$ cat src/rtl/mips_multicycle_ctrl.sv
// -----------------------------------------------------------------------------
// mips_multicycle_ctrl
//
// Multi-cycle control FSM for the MIPS-I core on the Avalon bus. Each
// instruction walks FETCH -> DECODE -> EXEC -> (MEM) -> (WB), stalling on
// waitrequest in FETCH and MEM. MULT/DIV variants spend MULDIV_CYCLES cycles
// in MULDIV before committing HI/LO. Undecodable instructions and JR/JALR to
// address zero end in the absorbing HALT state.
//
// Ports:
//   clk, reset           clock, synchronous active-high reset
//   op, funct, rt        instruction register fields (sampled in DECODE)
//   waitrequest          Avalon stall
//   jump_target_zero     JR/JALR target is 0x00000000 (halt request)
//   active               low once in HALT
//   invalid_instr        sticky undecodable-instruction flag
//   mem_read, mem_write  Avalon strobes; iord selects PC(0) / ALU result(1)
//   ir_write, pc_write   IR load and PC+4 on fetch accept
//   branch_eval, jump    one-cycle branch / jump capture
//   regwrite, regdst     register write enable, dest (00 rt, 01 rd, 10 $31)
//   alusrc, aluop        ALU operand B select and operation class
//   memtoreg, link       writeback source: load unit / return address
//   loadcontrol          load unit mode (101 = LW when idle)
//   muldiv_start         one-cycle start of the multiply/divide unit
//   hilo_write           one-cycle HI/LO commit
//   state                current state code (debug)
// -----------------------------------------------------------------------------
module mips_multicycle_ctrl #(
  parameter int MULDIV_CYCLES = 32,
  parameter int STATE_W       = 4
) (
  input  logic               clk,
  input  logic               reset,
  input  logic [5:0]         op,
  input  logic [5:0]         funct,
  input  logic [4:0]         rt,
  input  logic               waitrequest,
  input  logic               jump_target_zero,
  output logic               active,
  output logic               invalid_instr,
  output logic               mem_read,
  output logic               mem_write,
  output logic               iord,
  output logic               ir_write,
  output logic               pc_write,
  output logic               branch_eval,
  output logic               jump,
  output logic               regwrite,
  output logic [1:0]         regdst,
  output logic               alusrc,
  output logic               memtoreg,
  output logic               link,
  output logic [1:0]         aluop,
  output logic [2:0]         loadcontrol,
  output logic               muldiv_start,
  output logic               hilo_write,
  output logic [STATE_W-1:0] state
);

  typedef enum logic [2:0] {
    S_FETCH  = 3'd0,
    S_DECODE = 3'd1,
    S_EXEC   = 3'd2,
    S_MEM    = 3'd3,
    S_WB     = 3'd4,
    S_MULDIV = 3'd5,
    S_HALT   = 3'd6
  } state_t;

  typedef enum logic [3:0] {
    C_INVALID, C_ALUR, C_ALUI, C_LUI, C_LOAD, C_STORE, C_BRANCH, C_BRLINK,
    C_J, C_JAL, C_JR, C_JALR, C_HILO, C_MULDIV
  } iclass_t;

  // Counter holds remaining MULDIV cycles minus one; 6 bits covers 1..64.
  localparam int               CNT_W    = 6;
  localparam logic [CNT_W-1:0] CNT_LOAD = CNT_W'(MULDIV_CYCLES - 1);
  localparam logic [2:0]       LC_LW    = 3'b101;

  state_t           state_reg, state_next;
  iclass_t          cls_reg, cls_next, dec_cls;
  logic [2:0]       lc_reg, lc_next, dec_lc;
  logic [CNT_W-1:0] cnt_reg, cnt_next;
  logic             active_reg, active_next;
  logic             invalid_reg, invalid_next;

  // Instruction class decode from the raw IR fields.
  always_comb begin
    dec_cls = C_INVALID;
    dec_lc  = LC_LW;
    case (op)
      6'h00: begin
        case (funct)
          6'h00, 6'h02, 6'h03, 6'h04, 6'h06, 6'h07, 6'h10, 6'h12,
          6'h20, 6'h21, 6'h22, 6'h23, 6'h24, 6'h25, 6'h26, 6'h27,
          6'h2a, 6'h2b:                 dec_cls = C_ALUR;
          6'h08:                        dec_cls = C_JR;
          6'h09:                        dec_cls = C_JALR;
          6'h11, 6'h13:                 dec_cls = C_HILO;
          6'h18, 6'h19, 6'h1a, 6'h1b:   dec_cls = C_MULDIV;
          default:                      dec_cls = C_INVALID;
        endcase
      end
      6'h01: begin
        case (rt)
          5'h00, 5'h01: dec_cls = C_BRANCH;
          5'h10, 5'h11: dec_cls = C_BRLINK;
          default:      dec_cls = C_INVALID;
        endcase
      end
      6'h02:                                   dec_cls = C_J;
      6'h03:                                   dec_cls = C_JAL;
      6'h04, 6'h05, 6'h06, 6'h07:              dec_cls = C_BRANCH;
      6'h08, 6'h09, 6'h0a, 6'h0b, 6'h0c, 6'h0d, 6'h0e: dec_cls = C_ALUI;
      6'h0f: begin dec_cls = C_LUI;  dec_lc = 3'b100; end
      6'h20: begin dec_cls = C_LOAD; dec_lc = 3'b000; end
      6'h21: begin dec_cls = C_LOAD; dec_lc = 3'b010; end
      6'h22: begin dec_cls = C_LOAD; dec_lc = 3'b110; end
      6'h23: begin dec_cls = C_LOAD; dec_lc = 3'b101; end
      6'h24: begin dec_cls = C_LOAD; dec_lc = 3'b001; end
      6'h25: begin dec_cls = C_LOAD; dec_lc = 3'b011; end
      6'h26: begin dec_cls = C_LOAD; dec_lc = 3'b111; end
      6'h28, 6'h29, 6'h2a, 6'h2b, 6'h2e:      dec_cls = C_STORE;
      default:                                 dec_cls = C_INVALID;
    endcase
  end

  always_ff @(posedge clk) begin
    if (reset) begin
      state_reg   <= S_FETCH;
      cls_reg     <= C_INVALID;
      lc_reg      <= LC_LW;
      cnt_reg     <= '0;
      active_reg  <= 1'b1;
      invalid_reg <= 1'b0;
    end else begin
      state_reg   <= state_next;
      cls_reg     <= cls_next;
      lc_reg      <= lc_next;
      cnt_reg     <= cnt_next;
      active_reg  <= active_next;
      invalid_reg <= invalid_next;
    end
  end

  always_comb begin
    state_next   = state_reg;
    cls_next     = cls_reg;
    lc_next      = lc_reg;
    cnt_next     = cnt_reg;
    active_next  = active_reg;
    invalid_next = invalid_reg;
    mem_read     = 1'b0;
    mem_write    = 1'b0;
    iord         = 1'b0;
    ir_write     = 1'b0;
    pc_write     = 1'b0;
    branch_eval  = 1'b0;
    jump         = 1'b0;
    regwrite     = 1'b0;
    regdst       = 2'b00;
    alusrc       = 1'b0;
    memtoreg     = 1'b0;
    link         = 1'b0;
    aluop        = 2'b00;
    loadcontrol  = LC_LW;
    muldiv_start = 1'b0;
    hilo_write   = 1'b0;

    case (state_reg)
      S_FETCH: begin
        mem_read = 1'b1;
        if (!waitrequest) begin
          ir_write   = 1'b1;
          pc_write   = 1'b1;
          state_next = S_DECODE;
        end
      end
      S_DECODE: begin
        cls_next = dec_cls;
        lc_next  = dec_lc;
        if (dec_cls == C_INVALID) begin
          state_next   = S_HALT;
          invalid_next = 1'b1;
          active_next  = 1'b0;
        end else begin
          state_next = S_EXEC;
        end
      end
      S_EXEC: begin
        state_next = S_FETCH;
        case (cls_reg)
          C_ALUR: begin aluop = 2'b10; state_next = S_WB; end
          C_ALUI: begin aluop = 2'b10; alusrc = 1'b1; state_next = S_WB; end
          C_LUI: begin
            aluop = 2'b10; alusrc = 1'b1; loadcontrol = lc_reg; state_next = S_WB;
          end
          C_LOAD:  begin alusrc = 1'b1; loadcontrol = lc_reg; state_next = S_MEM; end
          C_STORE: begin alusrc = 1'b1; state_next = S_MEM; end
          C_BRANCH: begin branch_eval = 1'b1; aluop = 2'b01; end
          C_BRLINK: begin
            branch_eval = 1'b1; aluop = 2'b01;
            regwrite = 1'b1; regdst = 2'b10; link = 1'b1;
          end
          C_J:   jump = 1'b1;
          C_JAL: begin jump = 1'b1; regwrite = 1'b1; regdst = 2'b10; link = 1'b1; end
          C_JR, C_JALR: begin
            jump = 1'b1;
            if (cls_reg == C_JALR) begin
              regwrite = 1'b1; regdst = 2'b01; link = 1'b1;
            end
            // A jump to address zero is the program's exit; the delay slot
            // is never fetched.
            if (jump_target_zero) begin
              state_next  = S_HALT;
              active_next = 1'b0;
            end
          end
          C_HILO: hilo_write = 1'b1;
          C_MULDIV: begin
            muldiv_start = 1'b1;
            cnt_next     = CNT_LOAD;
            state_next   = S_MULDIV;
          end
          default: begin
            state_next   = S_HALT;
            invalid_next = 1'b1;
            active_next  = 1'b0;
          end
        endcase
      end
      S_MEM: begin
        iord = 1'b1;
        if (cls_reg == C_LOAD) begin
          mem_read    = 1'b1;
          loadcontrol = lc_reg;
        end else begin
          mem_write = 1'b1;
        end
        if (!waitrequest) state_next = (cls_reg == C_LOAD) ? S_WB : S_FETCH;
      end
      S_WB: begin
        regwrite   = 1'b1;
        state_next = S_FETCH;
        if (cls_reg == C_ALUR) regdst = 2'b01;
        if (cls_reg == C_LOAD || cls_reg == C_LUI) begin
          memtoreg    = 1'b1;
          loadcontrol = lc_reg;
        end
      end
      S_MULDIV: begin
        if (cnt_reg == '0) begin
          hilo_write = 1'b1;
          state_next = S_FETCH;
        end else begin
          cnt_next = cnt_reg - 1'b1;
        end
      end
      S_HALT: begin
      end
      default: begin
        state_next   = S_HALT;
        invalid_next = 1'b1;
        active_next  = 1'b0;
      end
    endcase

    // Strobes are suppressed in the reset cycle so an instruction aborted by
    // reset never commits a register or HI/LO write.
    if (reset) begin
      mem_read     = 1'b0;
      mem_write    = 1'b0;
      iord         = 1'b0;
      ir_write     = 1'b0;
      pc_write     = 1'b0;
      branch_eval  = 1'b0;
      jump         = 1'b0;
      regwrite     = 1'b0;
      regdst       = 2'b00;
      alusrc       = 1'b0;
      memtoreg     = 1'b0;
      link         = 1'b0;
      aluop        = 2'b00;
      loadcontrol  = LC_LW;
      muldiv_start = 1'b0;
      hilo_write   = 1'b0;
    end
  end

  assign active        = active_reg;
  assign invalid_instr = invalid_reg;
  assign state         = STATE_W'(state_reg);

endmodule
$ cat config.mk
export PLATFORM = sky130hd
export DESIGN_NAME = mips_multicycle_ctrl
export DESIGN_NICKNAME = d
export VERILOG_FILES = /design/src/rtl/mips_multicycle_ctrl.sv
export SDC_FILE = /design/constraint.sdc
export NUM_CORES = 1
export LEC_CHECK = 0
export CORE_MARGIN = 2
export CORE_UTILIZATION = 52
export CTS_CLUSTER_DIAMETER = 30
export CTS_CLUSTER_SIZE = 10
export DETAILED_ROUTE_END_ITERATION = 10
export GPL_ROUTABILITY_DRIVEN = 1
export MAX_ROUTING_LAYER = met4
export PLACE_DENSITY = 0.84
export SYNTH_ARGS = -nofsm -noshare
export SYNTH_HDL_FRONTEND = slang
export SYNTH_SLANG_ARGS = --single-unit
$ cat constraint.sdc
create_clock -name clk -period 3 [get_ports clk]
set_input_delay 0.45 -clock clk [delete_from_list [all_inputs] [get_ports clk]]
set_output_delay 0.45 -clock clk [all_outputs]
set_load 0.05 [all_outputs]
==> results.yml <==
timing:
  tns_ps: 0
  finClkSkew_ps: 2.28
  rsz0062_at_grt: "no"
  clock.fmax_ghz: 0.366
  maxSlewViolCount: 0
  min_period_ps: 2730
  timing.final.crit_share_pct: 91.0
  setup_viol: 0
  tightestPinTransition_ps: 631
  hold_violations: 0
  slew_headroom_pct: 57.9
  hold_ws_ps: 481
drt:
  wl_per_cell_um: 13.8
  drtAntennaViolNets: 0
  vias: 1731
  first_pass_iters: 4
  dr.first_iter.drc_count: 81
  drc: 0
  viasPerCell: 5.77
  routed_wl_um: 4140
worst_setup_path:
  crit_slowest_cell: "dfxtp_1"
  worst-path-buf-inv: 1
  path_class: "reg2out"
  max_stage_delay_ps: 520
  critPathRequiredTime_ps: 2550
  start_kind: "flop"
  cp_max_fo: 20
  end_kind: "output port"
  path_cells: "nor4b_2, a21oi_1, a2111o_1, or2_2, buf_4"
  critical-path-top-delay-family: "simple AND/OR/NAND/NOR gates"
  arrival_ps: 2280
grt:
  busiest_layer: "met2"
  antenna_found_initial: 0
  grt_usage_pct: 26.1
  grt_use_met3_pct: 3.03
  grt_pass1_vias: 1552
  gr-usage-met1_pct: 34.8
  grt_pass1_wl_um: 7070
  grtUsageMet2_pct: 40.8
  grt_max_degree: 21
  grt_remaining_overflow: 0
clock_tree:
  cts_root_buffer: "clkbuf_4"
  cts.repair.resized: 0
  cts_max_path_buffers: 2
  cts_tree: "done"
  postCtsHoldBufs: 0
  clk_latency_ps: 300
  path_clk_slew_ps: 100
  cts_buffers: 3
  htree_levels: 1
  cts_setup_buffers: 0
  cts_sinks: 18
synth:
  synth_most_common_cell: "nor2_1"
  synth_flop_cell: "dfxtp_1"
  synth_top_cell_area_share_pct: 22.0
  synth_edf_count: 0
  ys_top_cells_by_count: "nor2_1, dfxtp_1, a21oi_1, nand2_1, nor3_1"
  ys_warn_count: 0
  ys_seq_area_share_pct: 22.0
  synth_area_per_cell_um2: 7.23
  synth.area.top_cells: "dfxtp_1, nor2_1, a21oi_1"
  syn_area_um2: 1640
  synth_largest_area_cell: "dfxtp_1"
  synth_seq_cells: 18
  synth.distinct_cells: 56
  ys_async_sr_fraction_pct: 0
  synth_fp_nets: 249
  netlist_instances: 227
place:
  dpl.cell_count: 296
  io_buffers: 44
  gp_congestion: 0.859
  dpl.hpwl_um: 3140
  dpl_cell_area_um2: 2230
finish:
  drive_gt1_share_pct: 16.8
  area_delta_synth_final_pct: 38.4
  antenna_cells: 0
  fin_nets: 279
  finalNonFillerCells: 300
  post-route-cell-area_um2: 2270
  largest_reg_flops: 6
floorplan:
  pin_count: 47
  die_y_um: 60.2
  initial_core_util_pct: 54.2
  die_area_um2: 3620
  row_count: 20
  fp.dieW_um: 60.2
  core_area_um2: 3030
pwr:
  power.leakage_uw: 0.000801
  peakVddDrop_mv: 0.323
  power_uw: 1100
  p_per_area_nw_per_um2: 484
worst_hold_path:
  hp-class: "reg2reg"
job:
  cap_violations: 0
outcome:
  status: "finished clean"
[path summary, 6_finish.rpt]
| path | startpoint | end | slack [ps] | depth (start not counted) |
|---|---|---|---|---|
| setup / recovery | cls_reg[3] | loadcontrol[2] | 270 | 5 |
| hold / removal | lc_reg[1] | lc_reg[1] | 480 | 2 |
| setup reg to reg | state_reg[1] | active | 1080 | 5 |
| hold reg to reg | lc_reg[1] | lc_reg[1] | 480 | 2 |
[cell type report]
type                       count  area, um^2
fill                         220         757
timing repair buffer          46         618
clock buffer                   4        36.3
multi-input combinational    180        1170
inverter                       8        30.0
sequential                    18         360
tap                           44        55.1
[stage by stage]
stage / util, % / setup slack [ps]
floorplan: - / 129
global placement: 73.8 / 483
global route: 75.0 / 162
detailed placement: 73.8 / 493
finish: 75.0 / 271
CTS: 75.0 / 291
[cell families after synthesis]
kind of cell / share of synthesized area, %
compound gates: 28.0
other cells: 0.229
simple gates: 36.6
xor+xnor: 4.27
buf+inv: 8.16
fa+ha+maj: 0.763
flops: 22.0
[worst register-to-register path, cell delays in order (launching register included)]
cell and delay [ps]:
dfxtp_1 680, nor3b_2 480, o21ai_0 220, a21o_1 220, a21oi_1 140, a41oi_1 60
[where the power goes]
group / total [uW] / internal, uW / switching, uW
clock: 153 / 74.2 / 78.8
sequential: 366 / 273 / 92.6
combinational: 581 / 244 / 337
[metal layers]
layer  share of wire [%]  vias to the layer above
met4                 1.2                        0
met2                  46                       57
li1                    -                      888
met5                   0                        -
met1                  48                      779
met3                 4.6                        7
[placed cells by master (no fill, tap or decap), types with 3 or more instances in the layout]
cell / count
or3_1: 3
dfxtp_1: 18
nand3b_1: 3
or2_2: 6
o21a_1: 3
nand2_1: 14
a221o_1: 3
nor3_1: 12
nor2b_1: 7
nor2_1: 22
inv_1: 8
buf_12: 17
and3_1: 3
xnor2_1: 4
buf_4: 5
nand3_1: 6
o31ai_1: 3
nand2b_1: 11
a211oi_1: 7
clkbuf_4: 3
nor4_1: 3
a31oi_1: 4
o21ai_0: 6
clkdlybuf4s50_1: 24
and2_1: 3
xor2_1: 4
a21oi_1: 14
Note: power is estimated with default switching activity, not from simulation.
